--- src/rtl/mc_control_fsm.sv ---
// mc_control_fsm
// Moore-style main control unit for a multicycle MIPS datapath. It steps each
// instruction through fetch, decode, execute, memory and writeback, and waits
// in the memory states until the memory reports completion.
//
// Memory handshake: the controller holds MemRead (FETCH, MEMRD) or MemWrite
// (MEMWR) for as long as it stays in the access state. The access completes
// in the cycle where mem_ready=1, and the FSM leaves that state on the next
// rising edge. mem_ready is ignored in every other state.
//
// Ports:
//   clk, rst_n          clock (rising edge), asynchronous active-low reset
//   opcode[5:0]         IR[31:26], valid from DECODE onward
//   mem_ready           memory access completes this cycle
//   PCWrite/PCWriteCond unconditional / beq-conditional PC load
//   PCSource[1:0]       PC mux select: 00 ALU, 01 ALUOut, 10 jump target
//   IorD, MemRead, MemWrite, IRWrite   memory-side controls
//   MemtoReg, RegDst, RegWrite         register-file controls
//   ALUSrcA, ALUSrcB[1:0], ALUOp[1:0]  ALU operand and operation selects
//   illegal_op          one-cycle pulse for an unsupported opcode
//   state[3:0]          current state code (debug)
//   instret[CNT_W-1:0]  retired-instruction count, wraps
module mc_control_fsm #(
  parameter int CNT_W = 32
) (
  input  logic             clk,
  input  logic             rst_n,
  input  logic [5:0]       opcode,
  input  logic             mem_ready,
  output logic             PCWrite,
  output logic             PCWriteCond,
  output logic [1:0]       PCSource,
  output logic             IorD,
  output logic             MemRead,
  output logic             MemWrite,
  output logic             IRWrite,
  output logic             MemtoReg,
  output logic             RegDst,
  output logic             RegWrite,
  output logic             ALUSrcA,
  output logic [1:0]       ALUSrcB,
  output logic [1:0]       ALUOp,
  output logic             illegal_op,
  output logic [3:0]       state,
  output logic [CNT_W-1:0] instret
);

  localparam logic [5:0] OP_RTYPE = 6'b000000;
  localparam logic [5:0] OP_J     = 6'b000010;
  localparam logic [5:0] OP_BEQ   = 6'b000100;
  localparam logic [5:0] OP_ADDI  = 6'b001000;
  localparam logic [5:0] OP_LW    = 6'b100011;
  localparam logic [5:0] OP_SW    = 6'b101011;

  typedef enum logic [3:0] {
    S_RST     = 4'd0,
    S_FETCH   = 4'd1,
    S_DECODE  = 4'd2,
    S_MEMADR  = 4'd3,
    S_MEMRD   = 4'd4,
    S_MEMWB   = 4'd5,
    S_MEMWR   = 4'd6,
    S_REXEC   = 4'd7,
    S_RWB     = 4'd8,
    S_BRANCH  = 4'd9,
    S_JUMP    = 4'd10,
    S_IEXEC   = 4'd11,
    S_IWB     = 4'd12,
    S_ILLEGAL = 4'd13
  } state_t;

  state_t cur;
  logic   retire;

  // An instruction retires on the edge that leaves its last state. A store
  // only finishes once memory accepts it, and ILLEGAL never counts.
  always_comb begin
    retire = 1'b0;
    case (cur)
      S_MEMWB, S_RWB, S_BRANCH, S_JUMP, S_IWB: retire = 1'b1;
      S_MEMWR:                                 retire = mem_ready;
      default:                                 retire = 1'b0;
    endcase
  end

  always_ff @(posedge clk or negedge rst_n) begin
    if (!rst_n) begin
      cur     <= S_RST;
      instret <= '0;
    end else begin
      if (retire) instret <= instret + 1'b1;
      case (cur)
        S_RST:   cur <= S_FETCH;
        S_FETCH: if (mem_ready) cur <= S_DECODE;
        S_DECODE: begin
          case (opcode)
            OP_LW, OP_SW: cur <= S_MEMADR;
            OP_RTYPE:     cur <= S_REXEC;
            OP_BEQ:       cur <= S_BRANCH;
            OP_J:         cur <= S_JUMP;
            OP_ADDI:      cur <= S_IEXEC;
            default:      cur <= S_ILLEGAL;
          endcase
        end
        // Only lw and sw reach MEMADR, so anything that is not lw is a store.
        S_MEMADR: cur <= (opcode == OP_LW) ? S_MEMRD : S_MEMWR;
        S_MEMRD:  if (mem_ready) cur <= S_MEMWB;
        S_MEMWR:  if (mem_ready) cur <= S_FETCH;
        S_REXEC:  cur <= S_RWB;
        S_IEXEC:  cur <= S_IWB;
        // The PC was already advanced in FETCH, so ILLEGAL simply skips
        // the instruction. Codes 14/15 recover the same way.
        default:  cur <= S_FETCH;
      endcase
    end
  end

  // Outputs are decoded from the state, so reset clears them immediately,
  // including a memory request that was in progress. IRWrite and PCWrite in
  // FETCH also follow mem_ready: the IR and PC load only when the fetch
  // completes.
  always_comb begin
    PCWrite     = 1'b0;
    PCWriteCond = 1'b0;
    PCSource    = 2'b00;
    IorD        = 1'b0;
    MemRead     = 1'b0;
    MemWrite    = 1'b0;
    IRWrite     = 1'b0;
    MemtoReg    = 1'b0;
    RegDst      = 1'b0;
    RegWrite    = 1'b0;
    ALUSrcA     = 1'b0;
    ALUSrcB     = 2'b00;
    ALUOp       = 2'b00;
    illegal_op  = 1'b0;
    case (cur)
      S_FETCH: begin
        MemRead = 1'b1;
        ALUSrcB = 2'b01;
        IRWrite = mem_ready;
        PCWrite = mem_ready;
      end
      S_DECODE: ALUSrcB = 2'b11;
      S_MEMADR: begin
        ALUSrcA = 1'b1;
        ALUSrcB = 2'b10;
      end
      S_MEMRD: begin
        MemRead = 1'b1;
        IorD    = 1'b1;
      end
      S_MEMWB: begin
        RegWrite = 1'b1;
        MemtoReg = 1'b1;
      end
      S_MEMWR: begin
        MemWrite = 1'b1;
        IorD     = 1'b1;
      end
      S_REXEC: begin
        ALUSrcA = 1'b1;
        ALUOp   = 2'b10;
      end
      S_RWB: begin
        RegWrite = 1'b1;
        RegDst   = 1'b1;
      end
      S_BRANCH: begin
        ALUSrcA     = 1'b1;
        ALUOp       = 2'b01;
        PCWriteCond = 1'b1;
        PCSource    = 2'b01;
      end
      S_JUMP: begin
        PCWrite  = 1'b1;
        PCSource = 2'b10;
      end
      S_IEXEC: begin
        ALUSrcA = 1'b1;
        ALUSrcB = 2'b10;
      end
      S_IWB:     RegWrite   = 1'b1;
      S_ILLEGAL: illegal_op = 1'b1;
      default: ;
    endcase
  end

  assign state = cur;

endmodule

--- config.mk ---
export PLATFORM = sky130hd
export DESIGN_NAME = mc_control_fsm
export DESIGN_NICKNAME = d
export VERILOG_FILES = /design/src/rtl/mc_control_fsm.sv
export SDC_FILE = /design/constraint.sdc
export NUM_CORES = 1
export LEC_CHECK = 0
export ABC_AREA = 1
export CORE_MARGIN = 10
export CORE_UTILIZATION = 54
export CTS_BUF_LIST = sky130_fd_sc_hd__clkbuf_4 sky130_fd_sc_hd__clkbuf_8 sky130_fd_sc_hd__clkbuf_16
export DETAILED_ROUTE_END_ITERATION = 12
export HOLD_SLACK_MARGIN = 0.06
export PLACE_DENSITY = 0.86
export SYNTH_ARGS = -nofsm -noshare
export SYNTH_HDL_FRONTEND = slang
export SYNTH_SLANG_ARGS = --single-unit
--- constraint.sdc ---
create_clock -name clk -period 2.8 [get_ports clk]
set_input_delay 0.28 -clock clk [delete_from_list [all_inputs] [get_ports clk]]
set_output_delay 0.28 -clock clk [all_outputs]
set_load 0.02 [all_outputs]
==> metrics.md, run 1 <==
| Metric | Value |
|---|---|
| Final period util | `0.801` |
| PD cells | `599 nW/µm²` |
| Count of state elements after synthesis | `36` |
| Yosys cell types | `26` |
| Final TNS setup | `0 ps` |
| CP max-delay cell | `clkdlybuf4s50_1` |
| Slew HR | `0.456` |
| TritonCTS clock tree | `done` |
| DR vias/cell | `5.21` |
| Vias post-DR | `2,656` |
| Worst-Skew Late Latency | `290 ps` |
| Cell Count, Final, Fillers Out | `510` |
| Largest net degree at the start of global routing | `38` |
| Root Driver | `clkbuf_8` |
| Ys flop type | `dfrtp_1` |
| Post_cts resized | `0` |
| CTS sink cnt | `36` |
| CORE AREA | `4440 µm²` |
| Type of destination of the critical path | `output port` |
| Fin. max-slew vios | `0` |
| Mapped cell area | `2530 µm²` |
| Hold_buf cts | `0` |
| Seq/Total Area, Yosys | `0.356` |
| Required time worst endpoint | `2520 ps` |
| Port Buf Inserts | `61` |
| Initial core utilization | `0.570` |
| Post-DP HPWL | `5.33 mm` |
| Static leakage | `1.50 nW` |
| Initial antenna violation count | `0` |
| Number of global-route vias before repair | `2,567` |
| ANT nets after route | `0` |
| Initial drt markers | `140` |
| Final net count | `468` |
| Total GRT Usage | `0.183` |
| Logic pwr share | `0.470` |
| Slew @ Worst Pin | `817 ps` |
| IR Drop Worst-Case VDD | `0.471 mV` |
| Crit path arrival time | `1960 ps` |
| Worst path cell trace | `inv_1 -> nor2_1 -> inv_1 -> nor2_1 -> or2_2 -> clkdlybuf4s50_1` |
| Final Hold Fails | `0` |
| Top delay family on crit path | `buffers and inverters` |
| Share of layout cells above drive strength 1 | `0.0590` |
| Crit path largest cell delay | `600 ps` |
| Sequential Power Share | `0.341` |
| Synth area leader | `dfrtp_1` |
| DRC viols | `0` |
| Crit path buf inv count | `3` |
| Cell total after placement | `503` |
| Total CTS buffers | `5` |
| Diodes inserted | `0` |
| Net Sw Power | `0.828 mW` |
| Yosys warning count | `0` |
| Routed WL | `6.80 mm` |
| CTS clock-pin slew for the worst setup and hold paths | `70 ps` |
| F_max | `446 MHz` |
| Top cells by area, synth | `dfrtp_1, nand2_1, nor2_1` |
| Setup bufs post-CTS | `0` |
| Worst hold path class | `in -> async` |
| Die Span X | `88.5 µm` |
| WL per Instance | `13.3 µm` |
| Async SR Flop Fraction | `1.00` |
| Fin crit period | `2240 ps` |
| Final setup fails | `0` |
| Core Rows | `24` |
| Crit path max fanout | `6` |
| Syn avg cell area | `6.37 µm²` |
| Max_cap viols | `0` |
| GPL Wtd Cong | `0.921` |
| Post-synth top area share | `0.356` |
| Worst Setup Start Kind | `flop` |
| Number of synthesized flops with an enable pin | `0` |
| Drt first pass iters | `4` |
| Area Overhead vs Synth | `26.9%` |
| Outcome | `finished, final reports clean` |
| DIE AREA | `7830 µm²` |
| Post-Syn Instances | `398` |
| Total power | `1.93 mW` |
| Clock network power share | `0.189` |
| Internal power | `1.10 mW` |
| Clk_skew | `4.28 ps` |
| Sw frac | `0.430` |
| H-tree Lvls | `2` |
| Ports | `62` |
| Grt ovf | `0` |
| Syn_nets | `408` |
| Max clock buf depth | `2` |
| Die H | `88.5 µm` |
| WS Path Type | `reg -> out` |
| Global-route wire length before repair | `11.6 mm` |
| RSZ-0062 raised after global routing | `false` |
final cells by class:
cell class	count	area, µm²
clock buffer	6	76.3
clock inverter	1	5.00
fill	402	1230
inverter	34	128
multi-input combinational	319	1430
sequential	36	901
tap	52	65.1
timing repair buffer	62	613
cells in the final DEF, fill, tap and decap left out:
cell type,n
nand2_1,174
or2_2,1
o21ai_1,4
buf_4,1
nand4_1,6
clkbuf_8,5
xor2_2,1
ha_1,1
clkinv_2,1
nand3b_1,11
o21ai_0,8
nor3_1,1
inv_2,2
nand2_2,3
inv_1,31
xor2_1,7
nand3_2,4
clkbuf_4,1
nand3_1,9
nor2_2,7
dfrtp_1,36
buf_2,1
nor2_1,71
o22ai_1,1
xnor2_1,6
a21oi_1,4
clkdlybuf4s50_1,60
clkinv_1,1
flip-flops by register name (all words and copies together) (netlist names):
signal	cells
instret	32
state	4
power by group through the flow:
stage	sequential [mW]	clock (mW)	combinational (mW)
floorplan	0.712	0	0.551
global placement	0.664	0	0.901
detailed placement	0.667	0	0.913
CTS	0.656	0.371	0.913
global route	0.668	0.399	0.988
finish	0.657	0.365	0.905
cells in the mapped netlist (4+ instances only):
master / number
xnor2_1: 6
xor2_1: 7
nand3b_1: 11
buf_4: 4
nand3_2: 4
nor2_1: 71
o21ai_1: 4
o21ai_0: 8
nor2_2: 7
inv_1: 31
nand2_1: 174
dfrtp_1: 36
a21oi_1: 4
nand4_1: 6
nand3_1: 9
kinds of logic after synthesis:
family                     after synthesis  synth area share
buffers and inverters                   43            0.0810
and+or+nand+nor                        287             0.473
adders and majority gates                1           0.00494
xor gates and xnor gates                14            0.0514
DFF                                     36             0.356
AOI/OAI and AO/OA                       17            0.0341
through the flow:
stage / instance area (µm²) / utilization / setup WS (ps) / hold WS, ps
6_report: 3220 / 0.724 / 557 / 81.8
5_1_grt: 3220 / 0.724 / 391 / 135
4_1_cts: 3220 / 0.724 / 537 / 107
3_5_place_dp: 3130 / 0.705 / 853 / 416
3_3_place_gp: 3130 / 0.705 / 899 / 409
2_1_floorplan: 2530 / - / 1060 / -15.6
routing by layer:
| metal | GRT usage | vias to the layer above | share of wire |
|---|---|---|---|
| met5 | 0 | - | 0 |
| met4 | 0.0631 | 0 | 0.013 |
| li1 | - | 1335 | - |
| met2 | 0.313 | 74 | 0.50 |
| met1 | 0.219 | 1239 | 0.42 |
| met3 | 0.0460 | 8 | 0.067 |
final timing paths:
kind	startpoint	slack, ps	cells past startpoint	end
max in group asynchronous	rst_n	2210	1	state[1]$_DFFE_PN0P_
max reg2reg	instret[0]$_DFFE_PN0P_	1050	10	instret[24]$_DFFE_PN0P_
min	rst_n	80	1	instret[5]$_DFFE_PN0P_
min in group clk	instret[3]$_DFFE_PN0P_	520	1	instret[3]$_DFFE_PN0P_
max	state[3]$_DFFE_PN0P_	560	6	ALUSrcA
min reg2reg	instret[3]$_DFFE_PN0P_	520	1	instret[3]$_DFFE_PN0P_
Note: power is estimated with default switching activity, not from simulation.
==> run 2, diff against run 1 <==
--- a/config.mk
+++ b/config.mk
@@ -7,11 +7,11 @@
 export LEC_CHECK = 0
 export ABC_AREA = 1
 export CORE_MARGIN = 10
-export CORE_UTILIZATION = 54
+export CORE_UTILIZATION = 45
 export CTS_BUF_LIST = sky130_fd_sc_hd__clkbuf_4 sky130_fd_sc_hd__clkbuf_8 sky130_fd_sc_hd__clkbuf_16
 export DETAILED_ROUTE_END_ITERATION = 12
 export HOLD_SLACK_MARGIN = 0.06
-export PLACE_DENSITY = 0.86
+export PLACE_DENSITY = 0.77
 export SYNTH_ARGS = -nofsm -noshare
 export SYNTH_HDL_FRONTEND = slang
 export SYNTH_SLANG_ARGS = --single-unit
==> constraint.sdc (replaced) <==
create_clock -name clk -period 2 [get_ports clk]
set_input_delay 0.2 -clock clk [delete_from_list [all_inputs] [get_ports clk]]
set_output_delay 0.2 -clock clk [all_outputs]
set_load 0.02 [all_outputs]
==> metrics.md, run 2 (synthesized netlist as in run 1, its figures left out) <==
| Metric | Value |
|---|---|
| Worst hold path class | `in -> async` |
| ANT nets after route | `0 (unchanged)` |
| Root Driver | `clkbuf_8` |
| Fin crit period | `1880 ps` |
| Clk_skew | `6.17 ps (+1.90 ps)` |
| Sw frac | `0.423 (-0.00668)` |
| Vias post-DR | `2,664 (+0.30%)` |
| Setup bufs post-CTS | `0 (unchanged)` |
| RSZ-0062 raised after global routing | `false` |
| Crit path arrival time | `1680 ps (-280 ps)` |
| Core Rows | `27 (+13%)` |
| Fin. max-slew vios | `0 (unchanged)` |
| Cell Count, Final, Fillers Out | `536 (+5.1%)` |
| Cell total after placement | `527 (+4.8%)` |
| Internal power | `1.57 mW (+43%)` |
| Most common cell after layout, fill and taps aside | `nand2_1` |
| Largest net degree at the start of global routing | `37 (-2.6%)` |
| Worst setup path startpoint | `state[3]$_DFFE_PN0P_` |
| Final setup fails | `0 (unchanged)` |
| Slew @ Worst Pin | `792 ps (-24.9 ps)` |
| Clock network power share | `0.206 (+0.017)` |
| Worst Setup Start Kind | `flop` |
| DR vias/cell | `4.97 (-4.6%)` |
| Final net count | `473 (+1.1%)` |
| DIE AREA | `9030 µm² (+15%)` |
| Max clock buf depth | `2 (unchanged)` |
| Port Buf Inserts | `61 (unchanged)` |
| Outcome | `finished, final reports clean` |
| GPL Wtd Cong | `0.953 (+3.4%)` |
| Initial core utilization | `0.463 (-0.107)` |
| Top reg by flops | `instret` |
| WL per Instance | `12.8 µm (-3.7%)` |
| Type of destination of the critical path | `output port` |
| Max_cap viols | `0 (unchanged)` |
| Setup crit end | `ALUSrcA` |
| Die H | `95.0 µm (+7.4%)` |
| F_max | `531 MHz` |
| Total GRT Usage | `0.161 (-0.0225)` |
| Area Overhead vs Synth | `30.3%` |
| Global-route wire length before repair | `11.9 mm (+2.4%)` |
| Reg2reg setup slack | `230 ps (-820 ps)` |
| Final TNS setup | `0 ps (unchanged)` |
| Die Span X | `95.0 µm (+7.4%)` |
| Logic pwr share | `0.460 (-0.010)` |
| IR Drop Worst-Case VDD | `0.821 mV (+74%)` |
| CTS sink cnt | `36 (unchanged)` |
| Net Sw Power | `1.15 mW (+39%)` |
| Reg2reg path depth | `8 (-2)` |
| Sequential Power Share | `0.334 (-0.007)` |
| Post-DP HPWL | `5.54 mm (+3.8%)` |
| Drt first pass iters | `6 (+2)` |
| Slew HR | `0.472 (+0.0166)` |
| Required time worst endpoint | `1800 ps (-720 ps)` |
| Initial drt markers | `143 (+2.1%)` |
| Largest register FFs | `32 (unchanged)` |
| Final Hold Fails | `0 (unchanged)` |
| H-tree Lvls | `2 (unchanged)` |
| Static leakage | `1.66 nW (+11%)` |
| Share of layout cells above drive strength 1 | `0.0733 (+0.0143)` |
| Ports | `62 (unchanged)` |
| Most frequent cells in the layout | `nand2_1, nor2_1, clkdlybuf4s50_1` |
| WS Path Type | `reg -> out` |
| Grt ovf | `0 (unchanged)` |
| Reg2reg end | `instret[20]$_DFFE_PN0P_` |
| DRC viols | `0 (unchanged)` |
| Routed WL | `6.88 mm (+1.3%)` |
| Fillers | `536 (+33%)` |
| TritonCTS clock tree | `done` |
| CORE AREA | `5470 µm² (+23%)` |
| PD cells | `824 nW/µm² (+38%)` |
| Final period util | `0.941` |
| Diodes inserted | `0 (unchanged)` |
| Worst-Skew Late Latency | `290 ps (about the same)` |
| Initial antenna violation count | `0 (unchanged)` |
| Crit path max fanout | `6 (unchanged)` |
| Worst r2r src | `state[0]$_DFFE_PN0P_` |
| Number of global-route vias before repair | `2,621 (+2.1%)` |
| CTS clock-pin slew for the worst setup and hold paths | `70 ps (about the same)` |
| Total CTS buffers | `5 (unchanged)` |
==> run 2: changes by cell type in the layout (fill, tap and decap cells not counted), sizes merged <==
cell,change
dlymetal6s2s,+5
dlygate4sd3,+1
clkdlybuf4s50,-15
buf,+4
clkinv,-1
dlygate4sd2,+10
clkbuf,+2
==> run 2: metrics by stage <==
stage	worst slack (ps)	area, µm²	hold WS (ps)	util	power, mW
global route	1.01	3300	579	0.603	2.90
CTS	43.8	3290	541	0.600	2.75
detailed placement	121	3190	335	0.583	2.25
finish	118	3300	528	0.603	2.72
global placement	175	3190	324	0.583	2.23
floorplan	335	2530	-95.6	-	1.77
==> run 2: worst max-delay path, stage by stage, from the launching register on <==
cell and delay, ps:
dfrtp_1 430, inv_1 100, nor2_1 50, inv_1 140, nor2_2 70, or2_2 270, dlygate4sd2_1 320
==> run 2: how the worst min path moves through the flow <==
stage | from | to | slack, ps | cells after the start
2_1_floorplan | rst_n | instret[0]$_DFFE_PN0P_ | -100 | 0
3_3_place_gp | rst_n | instret[6]$_DFFE_PN0P_ | 320 | 1
3_5_place_dp | rst_n | instret[6]$_DFFE_PN0P_ | 340 | 1
4_1_cts | instret[31]$_DFFE_PN0P_ | instret[31]$_DFFE_PN0P_ | 540 | 2
5_1_grt | instret[2]$_DFFE_PN0P_ | instret[2]$_DFFE_PN0P_ | 580 | 1
6_report | rst_n | instret[3]$_DFFE_PN0P_ | 530 | 2
==> run 2: routing by layer <==
| layer | track usage | vias to the layer above | routed length [µm] |
|---|---|---|---|
| met5 | 0 | - | 0 |
| met4 | 0.0561 | 0 | 138 |
| met3 | 0.0424 | 14 | 474 |
| met2 | 0.280 | 63 | 3410 |
| met1 | 0.187 | 1229 | 2860 |
| li1 | - | 1358 | - |
==> run 2: area by class of cell <==
class                      instances  area, µm²  share of cell area
inverter                          34        128              0.0387
clock buffer                       8       97.6              0.0296
multi-input combinational        319       1430               0.433
sequential                        36        902               0.273
tap                               72       90.1              0.0273
timing repair buffer              67        653               0.198
==> run 2: power groups by stage <==
stage	sequential [mW]	combinational [mW]	clock, mW
global route	0.928	1.38	0.589
global placement	0.916	1.32	0
CTS	0.910	1.27	0.569
floorplan	0.997	0.771	0
finish	0.909	1.25	0.560
detailed placement	0.922	1.33	0
==> run 2: timing repair <==
action | CTS | global route
endpoints found under the setup margin | 10 | 5
hold buffers | 1 | 0
endpoints found under the hold margin | 36 | 0
resized for setup | 11 | 6
==> run 3, diff against run 2 <==
--- a/config.mk
+++ b/config.mk
@@ -6,10 +6,12 @@
 export NUM_CORES = 1
 export LEC_CHECK = 0
 export ABC_AREA = 1
+export CAP_MARGIN = 10
 export CORE_MARGIN = 10
 export CORE_UTILIZATION = 45
 export CTS_BUF_LIST = sky130_fd_sc_hd__clkbuf_4 sky130_fd_sc_hd__clkbuf_8 sky130_fd_sc_hd__clkbuf_16
 export DETAILED_ROUTE_END_ITERATION = 12
+export GPL_ROUTABILITY_DRIVEN = 0
 export HOLD_SLACK_MARGIN = 0.06
 export PLACE_DENSITY = 0.77
 export SYNTH_ARGS = -nofsm -noshare
==> metrics.md, run 3 (synthesized netlist as in run 1, its figures left out) <==
| Metric | Value |
|---|---|
| Fillers | `541 (+0.93%)` |
| WHS | `533 ps (+4.52 ps)` |
| Diodes inserted | `0 (unchanged)` |
| Die Span X | `95.0 µm (unchanged)` |
| Number of global-route vias before repair | `2,576 (-1.7%)` |
| H-tree Lvls | `2 (unchanged)` |
| Post-route cell area | `3300 µm² (about the same)` |
| Grt ovf | `0 (unchanged)` |
| Root Driver | `clkbuf_8` |
| PD cells | `827 nW/µm² (+0.39%)` |
| Max clock buf depth | `2 (unchanged)` |
| Worst-Skew Late Latency | `290 ps (about the same)` |
| Worst hold path class | `in -> async` |
| Fin. max-slew vios | `0 (unchanged)` |
| Worst Setup Start Kind | `flop` |
| Most common cell after layout, fill and taps aside | `nand2_1` |
| Setup bufs post-CTS | `0 (unchanged)` |
| Final Hold Fails | `0 (unchanged)` |
| ANT nets after route | `0 (unchanged)` |
| Final setup fails | `0 (unchanged)` |
| CTS sink cnt | `36 (unchanged)` |
| DRC viols | `0 (unchanged)` |
| WS Path Type | `reg -> out` |
| Core Rows | `27 (unchanged)` |
| Total CTS buffers | `5 (unchanged)` |
| Post-DP HPWL | `5.47 mm (-1.2%)` |
| Top reg by flops | `instret` |
| Static leakage | `1.60 nW (-3.3%)` |
| Sequential Power Share | `0.334 (about the same)` |
| Logic pwr share | `0.469 (+0.009)` |
| Crit path arrival time | `1740 ps (+60 ps)` |
| Share of layout cells above drive strength 1 | `0.0774 (+0.00414)` |
| Initial antenna violation count | `0 (unchanged)` |
| IR Drop Worst-Case VDD | `0.648 mV (-21%)` |
| Max_cap viols | `0 (unchanged)` |
| Vias post-DR | `2,643 (-0.79%)` |
| Initial core utilization | `0.463 (unchanged)` |
| Internal power | `1.54 mW (-1.5%)` |
| WL per Instance | `12.8 µm (-0.30%)` |
| Total GRT Usage | `0.156 (-0.00496)` |
| Slew @ Worst Pin | `786 ps (-6.00 ps)` |
| Final net count | `474 (+0.21%)` |
| Type of destination of the critical path | `output port` |
| F_max | `516 MHz (-2.8%)` |
| Port Buf Inserts | `61 (unchanged)` |
| Global-route wire length before repair | `11.6 mm (-2.3%)` |
| Routed WL | `6.88 mm (-0.12%)` |
| Required time worst endpoint | `1800 ps (about the same)` |
| FF+latch area | `902 µm² (unchanged)` |
| Clk_skew | `8.17 ps (+2.00 ps)` |
| Sw frac | `0.434 (+0.0109)` |
| DR vias/cell | `4.92 (-0.97%)` |
| Final TNS setup | `0 ps (unchanged)` |
| Ports | `62 (unchanged)` |
| Outcome | `finished, final reports clean` |
| Die H | `95.0 µm (unchanged)` |
| Clock network power share | `0.197 (-0.009)` |
| CTS clock-pin slew for the worst setup and hold paths | `80 ps (about the same)` |
| DIE AREA | `9030 µm² (unchanged)` |
| Initial drt markers | `247 (+73%)` |
| Crit path max fanout | `6 (unchanged)` |
| Net Sw Power | `1.18 mW (+2.9%)` |
| Largest net degree at the start of global routing | `37 (unchanged)` |
| Area Overhead vs Synth | `30.2% (about the same)` |
| Final period util | `0.968 (+0.0273)` |
| Most frequent cells in the layout | `nand2_1, nor2_1, clkdlybuf4s50_1` |
| Drt first pass iters | `4 (-2)` |
| Multi-input logic area | `1430 µm² (+0.17%)` |
| Largest register FFs | `32 (unchanged)` |
| CORE AREA | `5470 µm² (unchanged)` |
| TritonCTS clock tree | `done` |
| DP Area | `3190 µm² (unchanged)` |
| Fin crit period | `1940 ps (+54.6 ps)` |
| Slew HR | `0.476 (+0.00400)` |
==> run 3: changes by cell type in the layout (fill, tap and decap cells not counted), moves of 2 or more <==
cell             before  now
clkdlybuf4s50_1      45   48
clkinv_2              0    2
clkbuf_4              2    0
dlymetal6s2s_1        5    2
==> run 3: final cells by class <==
type	instances	share of cell area
clock buffer	6	0.0250
clock inverter	2	0.00303
inverter	34	0.0398
multi-input combinational	319	0.434
sequential	36	0.273
tap	72	0.0273
timing repair buffer	67	0.196
timing repair inverter	1	0.00152
==> run 3: worst max-delay path: stages (launching register included) <==
cell	delay, ps
dfrtp_1	460
inv_2	110
nand2_2	80
nor2_2	170
clkdlybuf4s50_1	630
==> run 3: per-layer routing <==
metal  track usage  part of all wire  vias to the layer above
met5             0                 0                        -
met4        0.0549             0.018                        0
li1              -                 -                     1353
met3        0.0385             0.064                       11
met2         0.272              0.50                       68
met1         0.181              0.42                     1211
==> run 3: what timing repair did <==
item                                   4_1_cts  5_1_grt
resized for setup                           10        5
endpoints found under the hold margin       36        0
setup endpoints to repair                   10        5
pin swaps                                    0        0
cloned                                       0        1
hold buffers                                 1        0
==> run 3: final timing paths <==
path | start | to | slack (ps) | cells past startpoint
max | state[0]$_DFFE_PN0P_ | MemWrite | 60 | 4
min | rst_n | instret[12]$_DFFE_PN0P_ | 530 | 2
max reg2reg | state[0]$_DFFE_PN0P_ | instret[15]$_DFFE_PN0P_ | 200 | 8
min reg2reg | instret[31]$_DFFE_PN0P_ | instret[31]$_DFFE_PN0P_ | 530 | 2
max in group asynchronous | rst_n | state[2]$_DFFE_PN0P_ | 920 | 2
min in group clk | instret[31]$_DFFE_PN0P_ | instret[31]$_DFFE_PN0P_ | 530 | 2
==> run 3: per-stage QoR <==
step / util / setup slack (ps) / std cells / power (mW)
floorplan: - / 335 / 398 / 1.77
detailed placement: 0.583 / 142 / 527 / 2.25
global placement: 0.583 / 175 / 527 / 2.23
global route: 0.603 / -1.60 / 537 / 2.90
finish: 0.603 / 63.1 / 537 / 2.73
CTS: 0.599 / 54.9 / 536 / 2.73
==> run 3: power groups by stage <==
stage	combinational, mW	clock (mW)	sequential, mW
6_report	1.28	0.539	0.911
4_1_cts	1.27	0.548	0.908
3_3_place_gp	1.32	0	0.917
5_1_grt	1.40	0.575	0.927
3_5_place_dp	1.33	0	0.921
2_1_floorplan	0.771	0	0.997
